`src/rtl/aclk_time_counter_if.sv`:
```
// Pulse/load bundle between the time generator, key controller and the current-time counter.
// The master side drives the pulse, load request and new digits; the slave side returns time and status pulses.
interface aclk_time_counter_if;
   logic       one_minute;
   logic       load_new_c;
   logic [3:0] new_current_time_ms_hr;
   logic [3:0] new_current_time_ls_hr;
   logic [3:0] new_current_time_ms_min;
   logic [3:0] new_current_time_ls_min;
   logic [3:0] current_time_ms_hr;
   logic [3:0] current_time_ls_hr;
   logic [3:0] current_time_ms_min;
   logic [3:0] current_time_ls_min;
   logic       reset_count;
   logic       load_err;
   logic       day_wrap;

   modport master (
      output one_minute,
      output load_new_c,
      output new_current_time_ms_hr,
      output new_current_time_ls_hr,
      output new_current_time_ms_min,
      output new_current_time_ls_min,
      input  current_time_ms_hr,
      input  current_time_ls_hr,
      input  current_time_ms_min,
      input  current_time_ls_min,
      input  reset_count,
      input  load_err,
      input  day_wrap
   );

   modport slave (
      input  one_minute,
      input  load_new_c,
      input  new_current_time_ms_hr,
      input  new_current_time_ls_hr,
      input  new_current_time_ms_min,
      input  new_current_time_ls_min,
      output current_time_ms_hr,
      output current_time_ls_hr,
      output current_time_ms_min,
      output current_time_ls_min,
      output reset_count,
      output load_err,
      output day_wrap
   );
endinterface

```
`src/rtl/aclk_time_counter.sv`:
```
// Purpose: 24-hour BCD HH:MM current-time counter with validated load and generator resync.
// Latency: 1 cycle from sampled one_minute/load_new_c to digits and status pulses.
// Backpressure: none; every edge is accepted, a load discards a coincident minute pulse.
module aclk_time_counter (
   input  logic               clk,
   input  logic               reset,
   aclk_time_counter_if.slave tc
);

   typedef struct packed {
      logic [3:0] ms_hr;
      logic [3:0] ls_hr;
      logic [3:0] ms_min;
      logic [3:0] ls_min;
   } hhmm_t;

   hhmm_t time_q;
   hhmm_t time_d;
   hhmm_t new_time;
   hhmm_t inc_time;
   logic  load_ok;
   logic  inc_wrap;
   logic  reset_count_q;
   logic  reset_count_d;
   logic  load_err_q;
   logic  load_err_d;
   logic  day_wrap_q;
   logic  day_wrap_d;

   assign new_time = {tc.new_current_time_ms_hr,  tc.new_current_time_ls_hr,
                      tc.new_current_time_ms_min, tc.new_current_time_ls_min};

   // Hour 2x is legal only up to 23; minutes stop at 59.
   always_comb begin
      load_ok = (new_time.ms_hr  <= 4'd2) &&
                (new_time.ls_hr  <= 4'd9) &&
                !((new_time.ms_hr == 4'd2) && (new_time.ls_hr > 4'd3)) &&
                (new_time.ms_min <= 4'd5) &&
                (new_time.ls_min <= 4'd9);
   end

   // Ripple-carry increment across all four digits within one cycle.
   always_comb begin
      inc_time = time_q;
      inc_wrap = 1'b0;
      if (time_q.ls_min == 4'd9) begin
         inc_time.ls_min = 4'd0;
         if (time_q.ms_min == 4'd5) begin
            inc_time.ms_min = 4'd0;
            if ((time_q.ms_hr == 4'd2) && (time_q.ls_hr == 4'd3)) begin
               inc_time.ms_hr = 4'd0;
               inc_time.ls_hr = 4'd0;
               inc_wrap       = 1'b1;
            end else if (time_q.ls_hr == 4'd9) begin
               inc_time.ls_hr = 4'd0;
               inc_time.ms_hr = time_q.ms_hr + 4'd1;
            end else begin
               inc_time.ls_hr = time_q.ls_hr + 4'd1;
            end
         end else begin
            inc_time.ms_min = time_q.ms_min + 4'd1;
         end
      end else begin
         inc_time.ls_min = time_q.ls_min + 4'd1;
      end
   end

   // Any load request, accepted or rejected, swallows the minute pulse of the same edge.
   always_comb begin
      time_d        = time_q;
      reset_count_d = 1'b0;
      load_err_d    = 1'b0;
      day_wrap_d    = 1'b0;
      if (tc.load_new_c) begin
         if (load_ok) begin
            time_d        = new_time;
            reset_count_d = 1'b1;
         end else begin
            load_err_d    = 1'b1;
         end
      end else if (tc.one_minute) begin
         time_d     = inc_time;
         day_wrap_d = inc_wrap;
      end
   end

   always_ff @(posedge clk or negedge reset) begin
      if (!reset) begin
         time_q        <= '0;
         reset_count_q <= 1'b0;
         load_err_q    <= 1'b0;
         day_wrap_q    <= 1'b0;
      end else begin
         time_q        <= time_d;
         reset_count_q <= reset_count_d;
         load_err_q    <= load_err_d;
         day_wrap_q    <= day_wrap_d;
      end
   end

   assign tc.current_time_ms_hr  = time_q.ms_hr;
   assign tc.current_time_ls_hr  = time_q.ls_hr;
   assign tc.current_time_ms_min = time_q.ms_min;
   assign tc.current_time_ls_min = time_q.ls_min;
   assign tc.reset_count         = reset_count_q;
   assign tc.load_err            = load_err_q;
   assign tc.day_wrap            = day_wrap_q;

endmodule

```
`src/flat_wrapper.sv`:
```
// flat-port wrapper written by rule: the top's interface ports become plain ports
module aclk_time_counter_flat 
  (clk, reset, tc_one_minute, tc_load_new_c, tc_new_current_time_ms_hr, tc_new_current_time_ls_hr, tc_new_current_time_ms_min, tc_new_current_time_ls_min, tc_current_time_ms_hr, tc_current_time_ls_hr, tc_current_time_ms_min, tc_current_time_ls_min, tc_reset_count, tc_load_err, tc_day_wrap);
  aclk_time_counter_if tc_i ();
  input  logic clk;
  input  logic reset;
  input wire logic [$bits(tc_i.one_minute)-1:0] tc_one_minute;
  input wire logic [$bits(tc_i.load_new_c)-1:0] tc_load_new_c;
  input wire logic [$bits(tc_i.new_current_time_ms_hr)-1:0] tc_new_current_time_ms_hr;
  input wire logic [$bits(tc_i.new_current_time_ls_hr)-1:0] tc_new_current_time_ls_hr;
  input wire logic [$bits(tc_i.new_current_time_ms_min)-1:0] tc_new_current_time_ms_min;
  input wire logic [$bits(tc_i.new_current_time_ls_min)-1:0] tc_new_current_time_ls_min;
  output wire logic [$bits(tc_i.current_time_ms_hr)-1:0] tc_current_time_ms_hr;
  output wire logic [$bits(tc_i.current_time_ls_hr)-1:0] tc_current_time_ls_hr;
  output wire logic [$bits(tc_i.current_time_ms_min)-1:0] tc_current_time_ms_min;
  output wire logic [$bits(tc_i.current_time_ls_min)-1:0] tc_current_time_ls_min;
  output wire logic [$bits(tc_i.reset_count)-1:0] tc_reset_count;
  output wire logic [$bits(tc_i.load_err)-1:0] tc_load_err;
  output wire logic [$bits(tc_i.day_wrap)-1:0] tc_day_wrap;
  assign tc_i.one_minute = tc_one_minute;
  assign tc_i.load_new_c = tc_load_new_c;
  assign tc_i.new_current_time_ms_hr = tc_new_current_time_ms_hr;
  assign tc_i.new_current_time_ls_hr = tc_new_current_time_ls_hr;
  assign tc_i.new_current_time_ms_min = tc_new_current_time_ms_min;
  assign tc_i.new_current_time_ls_min = tc_new_current_time_ls_min;
  assign tc_current_time_ms_hr = tc_i.current_time_ms_hr;
  assign tc_current_time_ls_hr = tc_i.current_time_ls_hr;
  assign tc_current_time_ms_min = tc_i.current_time_ms_min;
  assign tc_current_time_ls_min = tc_i.current_time_ls_min;
  assign tc_reset_count = tc_i.reset_count;
  assign tc_load_err = tc_i.load_err;
  assign tc_day_wrap = tc_i.day_wrap;
  aclk_time_counter u_core (.clk(clk), .reset(reset), .tc(tc_i));
endmodule
```
`config.mk`:
```
export PLATFORM = sky130hd
export DESIGN_NAME = aclk_time_counter_flat
export DESIGN_NICKNAME = d
export VERILOG_FILES = /design/src/rtl/aclk_time_counter_if.sv /design/src/rtl/aclk_time_counter.sv /design/src/flat_wrapper.sv
export SDC_FILE = /design/constraint.sdc
export NUM_CORES = 1
export LEC_CHECK = 0
export CAP_MARGIN = 20
export CORE_UTILIZATION = 50
export CTS_CLUSTER_SIZE = 24
export DETAILED_ROUTE_END_ITERATION = 8
export PLACE_DENSITY = 0.85
export SETUP_SLACK_MARGIN = 0.1
export SLEW_MARGIN = 0
export SYNTH_ARGS = -nofsm -noshare
export SYNTH_HDL_FRONTEND = slang
export SYNTH_SLANG_ARGS = --single-unit
```
`constraint.sdc`:
```
create_clock -name clk -period 3.85 [get_ports clk]
set_clock_uncertainty 0.15 [all_clocks]
set_input_delay 0.385 -clock clk [delete_from_list [all_inputs] [get_ports clk]]
set_output_delay 0.385 -clock clk [all_outputs]
set_load 0.03 [all_outputs]
```
==> flow_summary.json, run 1 <==
{
  "detail-route-antenna-nets": 0,
  "cts.sinks": 19,
  "cts-root-buf": "clkbuf_4",
  "antenna_found_initial": 0,
  "antenna_cells": 0,
  "fin_ws_ps": 1300,
  "portBuffers": 38,
  "rsz0062_at_grt": "no",
  "wl_um": 2970,
  "nets": 206,
  "maxCapViolCount": 0,
  "grt_pass1_wl_um": 4860,
  "combPwrFrac_pct": 51.1,
  "clockPowerShare_pct": 11.5,
  "synthCells": 143,
  "power.leakage_uw": 0.000695,
  "post_cts_resized": 0,
  "syn_to_final_growth_pct": 31.0,
  "cts_inserted_buffers": 3,
  "synth_area_um2": 1280,
  "worst_slew_pin_slew_ps": 949,
  "post_cts_buffers": 0,
  "cp-start-kind": "primary input",
  "core_area_um2": 2320,
  "cts_buffer_depth": 2,
  "hold_path_class": "in2async",
  "start_util_pct": 55.1,
  "dp_hpwl_um": 2310,
  "pwr_density_cell_nw_per_um2": 520,
  "drive_gt1_share_pct": 7.82,
  "switching_share_pct": 42.9,
  "insertion_delay_ps": 290,
  "ys_seq_area_share_pct": 37.2,
  "syn_avg_cell_area_um2": 8.93,
  "seqPwrFrac_pct": 37.4,
  "die_h_um": 52.5,
  "maxSlewHeadroom_pct": 36.3,
  "overflow": 0,
  "syn_nets": 169,
  "wl_per_cell_um": 14.3,
  "outcome": "finished clean",
  "grt_usage_pct": 23.6,
  "fin_setup_tns_ps": 0,
  "die_area_um2": 2760,
  "vias": 1186,
  "finalMaxSlewViolations": 0,
  "grt_pass1_vias": 1131,
  "grt_max_degree": 20,
  "min_period_ps": 2550,
  "drtPass1Iterations": 4,
  "setup_violations": 0,
  "hold_buffers": 0,
  "vias_per_cell": 5.73,
  "cts_tree": "yes",
  "cp.required_ps": 3880,
  "die_w_um": 52.5,
  "place_inst": 203,
  "finalHoldViolCount": 0,
  "gp_congestion": 0.799,
  "end_kind": "flip-flop",
  "dr.first_iter.drc_count": 21,
  "arrival_ps": 2580,
  "ys_ff_latch": 19,
  "synth_cell_types": 45,
  "drc": 0,
  "dpl_worst_slack_ps": 993,
  "critPathKind": "in2reg",
  "power_uw": 870,
  "core.rowCount": 17,
  "fmax_mhz": 392,
  "clkTransAtPathRegs_ps": 110,
  "h-tree-depth": 1,
  "n_fill_cell": 177,
  "fin_crit_sh_pct": 66.2,
  "io_pins": 39,
  "yosysWarnings": 0,
  "peakVddDrop_mv": 0.363,
  "final_cell_count_no_fill": 207,
  "p_int_uw": 497,
  "crit_fanout": 15,
  "power.switching_uw": 373
}
[power by group through the flow]
stage          clock network, µW  logic, µW  registers (µW)
6_report                     100        445             326
5_1_grt                      112        479             336
4_1_cts                      104        446             325
3_5_place_dp                   0        445             328
3_3_place_gp                   0        431             323
2_1_floorplan                  0        192             411
[state kept, by name (all words and copies together) (netlist names)]
name / flops
u_core.tc.day_wrap: 1
u_core.tc.current_time_ls_min: 4
u_core.tc.current_time_ms_min: 4
u_core.tc.current_time_ls_hr: 4
u_core.tc.reset_count: 1
u_core.tc.current_time_ms_hr: 4
u_core.tc.load_err: 1
[Yosys cell counts, drive strengths merged]
cell type	number	share of area [%]
mux2	3	2.9
nor2b	5	2.4
xor2	1	0.69
a21oi	15	6.2
or2	1	0.49
o21ai	6	2.4
and3	1	0.49
and2	1	0.49
buf	7	4.2
a21boi	1	0.59
nor3	6	2.4
or3	1	0.49
and4	1	0.88
o31a	1	0.69
a211oi	3	1.8
nand2b	2	0.98
nor3b	3	1.8
a221oi	1	0.69
o211ai	1	0.98
and3b	1	0.69
inv	6	1.8
o221ai	3	2.1
a22oi	1	0.59
xnor2	2	1.4
a31oi	2	0.98
a221o	2	1.6
nand4	1	0.49
a2bb2oi	1	1.2
nand2	14	4.7
mux2i	3	2.4
dfrtp	19	37
ha	6	5.9
o22ai	1	0.49
o21a	1	0.59
nand3	6	2.4
nor2	14	4.3
[cells in the final DEF (no fill, tap or decap), types with 2 or more instances in the layout]
cell	instances
nor3b_1	3
a221o_1	2
nor2_1	13
a211oi_1	3
o221ai_1	3
xnor2_1	2
inv_1	5
nor3_1	6
a21oi_1	14
o21ai_1	2
nand2b_1	2
clkdlybuf4s50_1	38
clkbuf_4	3
mux2_1	2
dfrtp_1	19
ha_1	6
mux2i_1	3
nand3_1	6
nor2b_1	5
o21ai_0	4
nand2_1	13
a31oi_1	2
[worst max-delay path, stage by stage]
cell and delay [ps]:
clkdlybuf4s50_1 780, nand3_1 200, o21ai_1 780, nand2_4 110, mux2_4 320
[stage by stage]
step | util, % | hold slack (ps) | area (µm²)
after floorplan | - | -60.6 | 1280
after CTS | 72.2 | 439 | 1670
after detailed placement | 71.0 | 414 | 1650
final | 72.2 | 427 | 1670
after global placement | 71.0 | 414 | 1650
after global routing | 72.2 | 486 | 1670
[per-layer routing]
metal	GRT usage [%]	part of all wire (%)
met5	0	0
met4	6.14	0.27
met3	1.74	3.3
met2	45.8	53
met1	27.1	43
[logic make-up (layout without fill, tap and decap cells)]
logic type,after synthesis,count (layout),synth area share [%]
AO/OA/AOI/OAI,39,39,20.7
XOR/XNOR,3,3,2.06
adder cells (fa/ha/maj),6,6,5.88
buffers and inverters,13,49,5.97
flip-flops,19,19,37.2
multiplexers,6,6,5.29
AND/OR/NAND/NOR,57,57,22.9
[final timing paths]
kind                                                               end                                    startpoint  depth (start not counted)  slack (ps)
max in group asynchronous  u_core.tc.current_time_ls_hr[2]$_DFFE_PN0P_                                         reset                          1        2580
min                        u_core.tc.current_time_ms_hr[0]$_DFFE_PN0P_                                         reset                          1         430
min reg2reg                u_core.tc.current_time_ls_hr[1]$_DFFE_PN0P_   u_core.tc.current_time_ls_hr[1]$_DFFE_PN0P_                          1         440
max                        u_core.tc.current_time_ms_hr[3]$_DFFE_PN0P_                                 tc_load_new_c                          5        1300
max reg2reg                u_core.tc.current_time_ms_hr[3]$_DFFE_PN0P_  u_core.tc.current_time_ls_min[1]$_DFFE_PN0P_                          7        1510
min in group clk           u_core.tc.current_time_ls_hr[1]$_DFFE_PN0P_   u_core.tc.current_time_ls_hr[1]$_DFFE_PN0P_                          1         440
[layout make-up]
type | instances | area, µm² | area share [%]
multi-input combinational | 111 | 726 | 43.3
sequential | 19 | 475 | 28.4
timing repair buffer | 39 | 388 | 23.2
tap | 28 | 35.0 | 2.09
clock buffer | 3 | 22.5 | 1.35
inverter | 6 | 22.5 | 1.35
clock inverter | 1 | 5.00 | 0.299
(Power assumes the default switching activity.)
==> run 2, diff against run 1 <==
Settings changed: CORE_UTILIZATION 50 to 46, PLACE_DENSITY 0.85 to 0.79.
Clock period 3.85 ns to 2.6 ns, I/O delays scaled along.
==> run 2 against run 1 <==
  * Critical path depth grew 1
  * Combinational power is 48% higher
  * Sequential power rose by 48%
  * Clock-buffer cell count did not move
  * Core utilization fell by 4.6 points
  * First-iteration DRC count rose by 48%
  * Power increased by 49%
  * Non-clock buffer count up 6
  * Critical path type is now reg2reg
  * Largest cell class unchanged
==> flow_summary.json, run 2 (synthesis gave the netlist of run 1 again) <==
{
  "n_fill_cell": 211,
  "power.leakage_uw": 0.000726,
  "h-tree-depth": 1,
  "grt_usage_pct": 22.5,
  "final_cell_count_no_fill": 215,
  "wl_um": 2990,
  "wl_per_cell_um": 13.9,
  "nets": 212,
  "multi_input_area_um2": 726,
  "mostFrequentLayoutCells": "clkdlybuf4s50_1, dfrtp_1, a21oi_1, nand2_1, nor2_1",
  "rsz0062_at_grt": "no",
  "grt_pass1_vias": 1165,
  "antenna_found_initial": 0,
  "core.rowCount": 18,
  "end_kind": "flip-flop",
  "fin_setup_tns_ps": 0,
  "die_area_um2": 2990,
  "switching_share_pct": 43.0,
  "crit_fanout": 7,
  "insertion_delay_ps": 300,
  "cp-start-kind": "flip-flop",
  "combPwrFrac_pct": 50.6,
  "power.switching_uw": 559,
  "overflow": 0,
  "r2r-end": "u_core.tc.current_time_ms_hr[3]$_DFFE_PN0P_",
  "mostFrequentLayoutCell": "clkdlybuf4s50_1",
  "cts.sinks": 19,
  "cts-root-buf": "clkbuf_4",
  "p_int_uw": 740,
  "detail-route-antenna-nets": 0,
  "worst_slew_pin_slew_ps": 339,
  "r2r-start": "u_core.tc.current_time_ls_hr[0]$_DFFE_PN0P_",
  "r2r_setup_slack_ps": 340,
  "cts_tree": "yes",
  "critPathKind": "reg2reg",
  "cts_buffer_depth": 2,
  "cp.required_ps": 2650,
  "fmax_mhz": 443,
  "drive_gt1_share_pct": 10.8,
  "grt_max_degree": 20,
  "dpl_worst_slack_ps": 267,
  "setup_violations": 0,
  "regArea_um2": 475,
  "peakVddDrop_mv": 0.543,
  "maxSlewHeadroom_pct": 77.2,
  "fin_ws_ps": 343,
  "core_area_um2": 2540,
  "cts_inserted_buffers": 3,
  "arrival_ps": 2300,
  "place_inst": 211,
  "drc": 0,
  "seqPwrFrac_pct": 37.3,
  "die_h_um": 54.7,
  "post_cts_buffers": 0,
  "clkTransAtPathRegs_ps": 120,
  "drtPass1Iterations": 4,
  "post_cts_resized": 0,
  "finalHoldViolCount": 0,
  "io_pins": 39,
  "dr.first_iter.drc_count": 31,
  "hold_buffers": 0,
  "die_w_um": 54.7,
  "pwr_density_cell_nw_per_um2": 754,
  "dp_hpwl_um": 2280,
  "outcome": "finished clean",
  "vias_per_cell": 5.58,
  "antenna_cells": 0,
  "vias": 1200,
  "grt_pass1_wl_um": 4810,
  "fin_util_pct": 67.7,
  "clockPowerShare_pct": 12.1,
  "hold_slack_ps": 132,
  "rr_worst_depth": 6,
  "maxCapViolCount": 0,
  "gp_congestion": 0.845,
  "start_util_pct": 50.2,
  "finalMaxSlewViolations": 0,
  "portBuffers": 38,
  "syn_to_final_growth_pct": 34.8,
  "min_period_ps": 2260,
  "fin_crit_sh_pct": 86.8,
  "hold_path_class": "in2async"
}
==> run 2: cell count changes in the layout (fill, tap and decap cells not counted) <==
cell,change
buf_4,+6
==> run 2: area by class of cell <==
cell class              count  share of cell area, %
well taps                  30                   2.18
flip-flops and latches     19                   27.6
clock buffers               3                   1.31
clock inverters             1                  0.291
multi-input cells         111                   42.2
inverters                   6                   1.31
repair buffers             45                   25.1
==> run 2: worst max-delay path by stage <==
stage / start / endpoint / slack, ps / cells past startpoint
2_1_floorplan: u_core.tc.current_time_ls_hr[0]$_DFFE_PN0P_ / u_core.tc.current_time_ms_hr[3]$_DFFE_PN0P_ / 260 / 8
3_3_place_gp: tc_new_current_time_ls_hr[3] / u_core.tc.current_time_ls_min[3]$_DFFE_PN0P_ / 310 / 6
3_5_place_dp: tc_new_current_time_ms_hr[2] / u_core.tc.current_time_ls_min[3]$_DFFE_PN0P_ / 270 / 6
4_1_cts: u_core.tc.current_time_ls_hr[0]$_DFFE_PN0P_ / u_core.tc.current_time_ms_hr[3]$_DFFE_PN0P_ / 340 / 6
5_1_grt: u_core.tc.current_time_ls_hr[0]$_DFFE_PN0P_ / u_core.tc.current_time_ms_hr[3]$_DFFE_PN0P_ / 270 / 6
6_report: u_core.tc.current_time_ls_hr[0]$_DFFE_PN0P_ / u_core.tc.current_time_ms_hr[3]$_DFFE_PN0P_ / 340 / 6
==> run 2: worst max-delay path: stages (launching register included) <==
cell,delay (ps)
dfrtp_1,470
ha_1,240
nor2b_1,150
and4_4,210
or3_1,510
nand2_4,120
mux2_4,300
==> run 2: layer usage <==
layer,global-route usage (%),routed length [µm],vias to the layer above
met5,0,0,-
met4,8.55,10,0
met3,2.78,119,2
met2,38.8,1470,33
met1,28.2,1380,572
li1,-,-,593
==> run 2: stage by stage <==
stage	power (µW)	area, µm²
floorplan	893	1280
finish	1300	1720
global route	1390	1720
CTS	1300	1720
detailed placement	1140	1690
global placement	1120	1690
==> run 2: power groups by stage <==
| stage | Combinational, µW | Sequential [µW] | Clock (µW) |
|---|---|---|---|
| CTS | 659 | 481 | 161 |
| global route | 723 | 498 | 171 |
| finish | 657 | 484 | 158 |
| global placement | 641 | 479 | 0 |
| detailed placement | 656 | 487 | 0 |
| floorplan | 284 | 608 | 0 |
==> run 3, diff against run 2 <==
Settings changed: ABC_AREA from default to 1, CAP_MARGIN 20 to 10, CORE_UTILIZATION 46 to 47, PLACE_DENSITY 0.79 to 0.8.
==> run 3 against run 2 <==
  * Cell count up 17%
  * Register-to-register slack gained 480 ps
  * Largest cell class unchanged
  * Sequential power down 8.1%
  * Largest power group unchanged
  * Area after synthesis is 1.4% higher
  * Clock-buffer cell count up 1
  * Design area rose by 0.44%
  * Maximum frequency increased by 20%
  * Clock power fell by 5%
  * First-iteration DRC count is 55% lower
==> flow_summary.json, run 3 <==
{
  "outcome": "finished clean",
  "core.rowCount": 18,
  "rr_worst_depth": 9,
  "nets": 248,
  "finalHoldViolCount": 0,
  "overflow": 0,
  "die_h_um": 54.5,
  "crit_family": "buffers and inverters",
  "r2r_setup_slack_ps": 820,
  "cp-start-kind": "flip-flop",
  "synthCells": 181,
  "die_area_um2": 2970,
  "grt_pass1_vias": 1135,
  "crit_fanout": 6,
  "dr_wl_met3_um": 108,
  "finalMaxSlewViolations": 0,
  "grt_pass1_wl_um": 4840,
  "cts.sinks": 19,
  "ys_seq_area_share_pct": 36.7,
  "drive_gt1_share_pct": 9.05,
  "synth_area_um2": 1290,
  "io_pins": 39,
  "rsz0062_at_grt": "no",
  "detail-route-antenna-nets": 0,
  "maxSlewHeadroom_pct": 44.9,
  "dr_wl_met2_um": 1480,
  "fin_setup_tns_ps": 0,
  "grt_usage_pct": 22.5,
  "syn_avg_cell_area_um2": 7.15,
  "synth_cell_types": 24,
  "wl_per_cell_um": 12.0,
  "die_w_um": 54.5,
  "cts_inserted_buffers": 3,
  "h-tree-depth": 1,
  "dr.first_iter.drc_count": 14,
  "synth_top_area_share_pct": 36.7,
  "slowest_stage": "clkdlybuf4s50_1",
  "cts_tree": "yes",
  "critPathKind": "reg2out",
  "n_fill_cell": 231,
  "placed_area_um2": 1700,
  "syn_nets": 207,
  "synthTopCellsByArea": "dfrtp_1, nand2_1, ha_1",
  "synth_top_area_cell": "dfrtp_1",
  "fmax_mhz": 531,
  "antenna_cells": 0,
  "cp-startpoint": "u_core.tc.current_time_ls_hr[2]$_DFFE_PN0P_",
  "fin_area_um2": 1730,
  "critPathCapture": "tc_current_time_ls_hr[2]",
  "core_area_um2": 2540,
  "post_cts_buffers": 0,
  "drc": 0,
  "synthFlopType": "dfrtp_1",
  "syn_to_final_growth_pct": 33.5,
  "worst-path-stages": 1,
  "start_util_pct": 50.9,
  "pwr_density_cell_nw_per_um2": 649,
  "portBuffers": 38,
  "insertion_delay_ps": 290,
  "min_period_ps": 1880,
  "vias": 1300,
  "r2r-start": "u_core.tc.current_time_ms_hr[0]$_DFFE_PN0P_",
  "drtPass1Iterations": 4,
  "hold_buffers": 0,
  "mostFrequentLayoutCell": "nand2_1",
  "grt_max_degree": 20,
  "end_kind": "primary output",
  "maxCapViolCount": 0,
  "arrival_ps": 1470,
  "highest_layer": "met4",
  "setup_violations": 0,
  "path_buf_inv": 1,
  "clkTransAtPathRegs_ps": 110,
  "async_flop_share_pct": 100,
  "cts-root-buf": "clkbuf_4",
  "cts_buffer_depth": 2,
  "gp_congestion": 0.892,
  "power.leakage_uw": 0.000846,
  "ys_ff_latch": 19,
  "slowest_delay_ps": 710,
  "mostFrequentLayoutCells": "nand2_1, clkdlybuf4s50_1, dfrtp_1, nand3_1, inv_1",
  "post_cts_resized": 0,
  "r2r-end": "u_core.tc.current_time_ls_hr[3]$_DFFE_PN0P_",
  "antenna_found_initial": 0,
  "vias_per_cell": 5.18,
  "synth.cells.most_frequent": "nand2_1, dfrtp_1, nand3_1, inv_1, o21ai_0",
  "cp.required_ps": 2190,
  "wl_um": 3000,
  "peakVddDrop_mv": 0.596,
  "synth.most_common_cell": "nand2_1",
  "dp_hpwl_um": 2380,
  "fin_crit_sh_pct": 72.4,
  "hold_path_class": "in2async",
  "worst_slew_pin_slew_ps": 823,
  "wl_met1_um": 1390,
  "hold_slack_ps": 281,
  "synth_edf_count": 0,
  "crit_chain": "clkdlybuf4s50_1",
  "fin_util_pct": 67.9,
  "yosysWarnings": 0
}
## run 3: worst min path at each step
stage | startpoint | endpoint | slack, ps
after floorplan | reset | u_core.tc.current_time_ls_hr[0]$_DFFE_PN0P_ | -190
after global placement | u_core.tc.current_time_ms_min[2]$_DFFE_PN0P_ | u_core.tc.current_time_ms_min[2]$_DFFE_PN0P_ | 380
after detailed placement | u_core.tc.current_time_ms_min[2]$_DFFE_PN0P_ | u_core.tc.current_time_ms_min[2]$_DFFE_PN0P_ | 380
after CTS | reset | u_core.tc.current_time_ls_min[2]$_DFFE_PN0P_ | 310
after global routing | reset | u_core.tc.current_time_ms_hr[3]$_DFFE_PN0P_ | 350
final | reset | u_core.tc.load_err$_DFF_PN0_ | 280
## run 3: cells by family (layout without fill, tap and decap cells)
kind of cell | Yosys count | in the layout | synth area share [%]
fa+ha+maj | 6 | 6 | 5.80
flops | 19 | 19 | 36.7
simple gates | 109 | 109 | 38.5
xor+xnor | 5 | 5 | 3.38
compound gates | 20 | 20 | 8.79
buf+inv | 22 | 62 | 6.86
## run 3: power by group
part	leakage [µW]	internal, µW	switching [µW]	total, µW
Combinational	0.000590	224	304	528
Sequential	0.000242	354	90.6	445
Clock	0.0000150	59.6	90.4	150
Total	0.000846	638	485	1120
## run 3: through the flow
step	cells	setup WS [ps]	power [µW]
after floorplan	181	863	760
final	251	718	1120
after global placement	247	592	962
after CTS	251	726	1130
after detailed placement	247	512	978
after global routing	251	622	1210
## run 3: cell type report
class                           instances  area (µm²)  area share [%]
Sequential cell                        19         475            27.5
Clock buffer                            4        26.3            1.52
Inverter                               19        71.3            4.12
Tap cell                               30        37.5            2.17
Multi-Input combinational cell        140         731            42.3
Timing Repair Buffer                   39         388            22.4
## run 3: metal layers
layer	vias up	GRT usage (%)
met5	-	0
met4	0	6.41
met3	4	4.72
met2	40	38.6
met1	591	28.2
li1	665	-
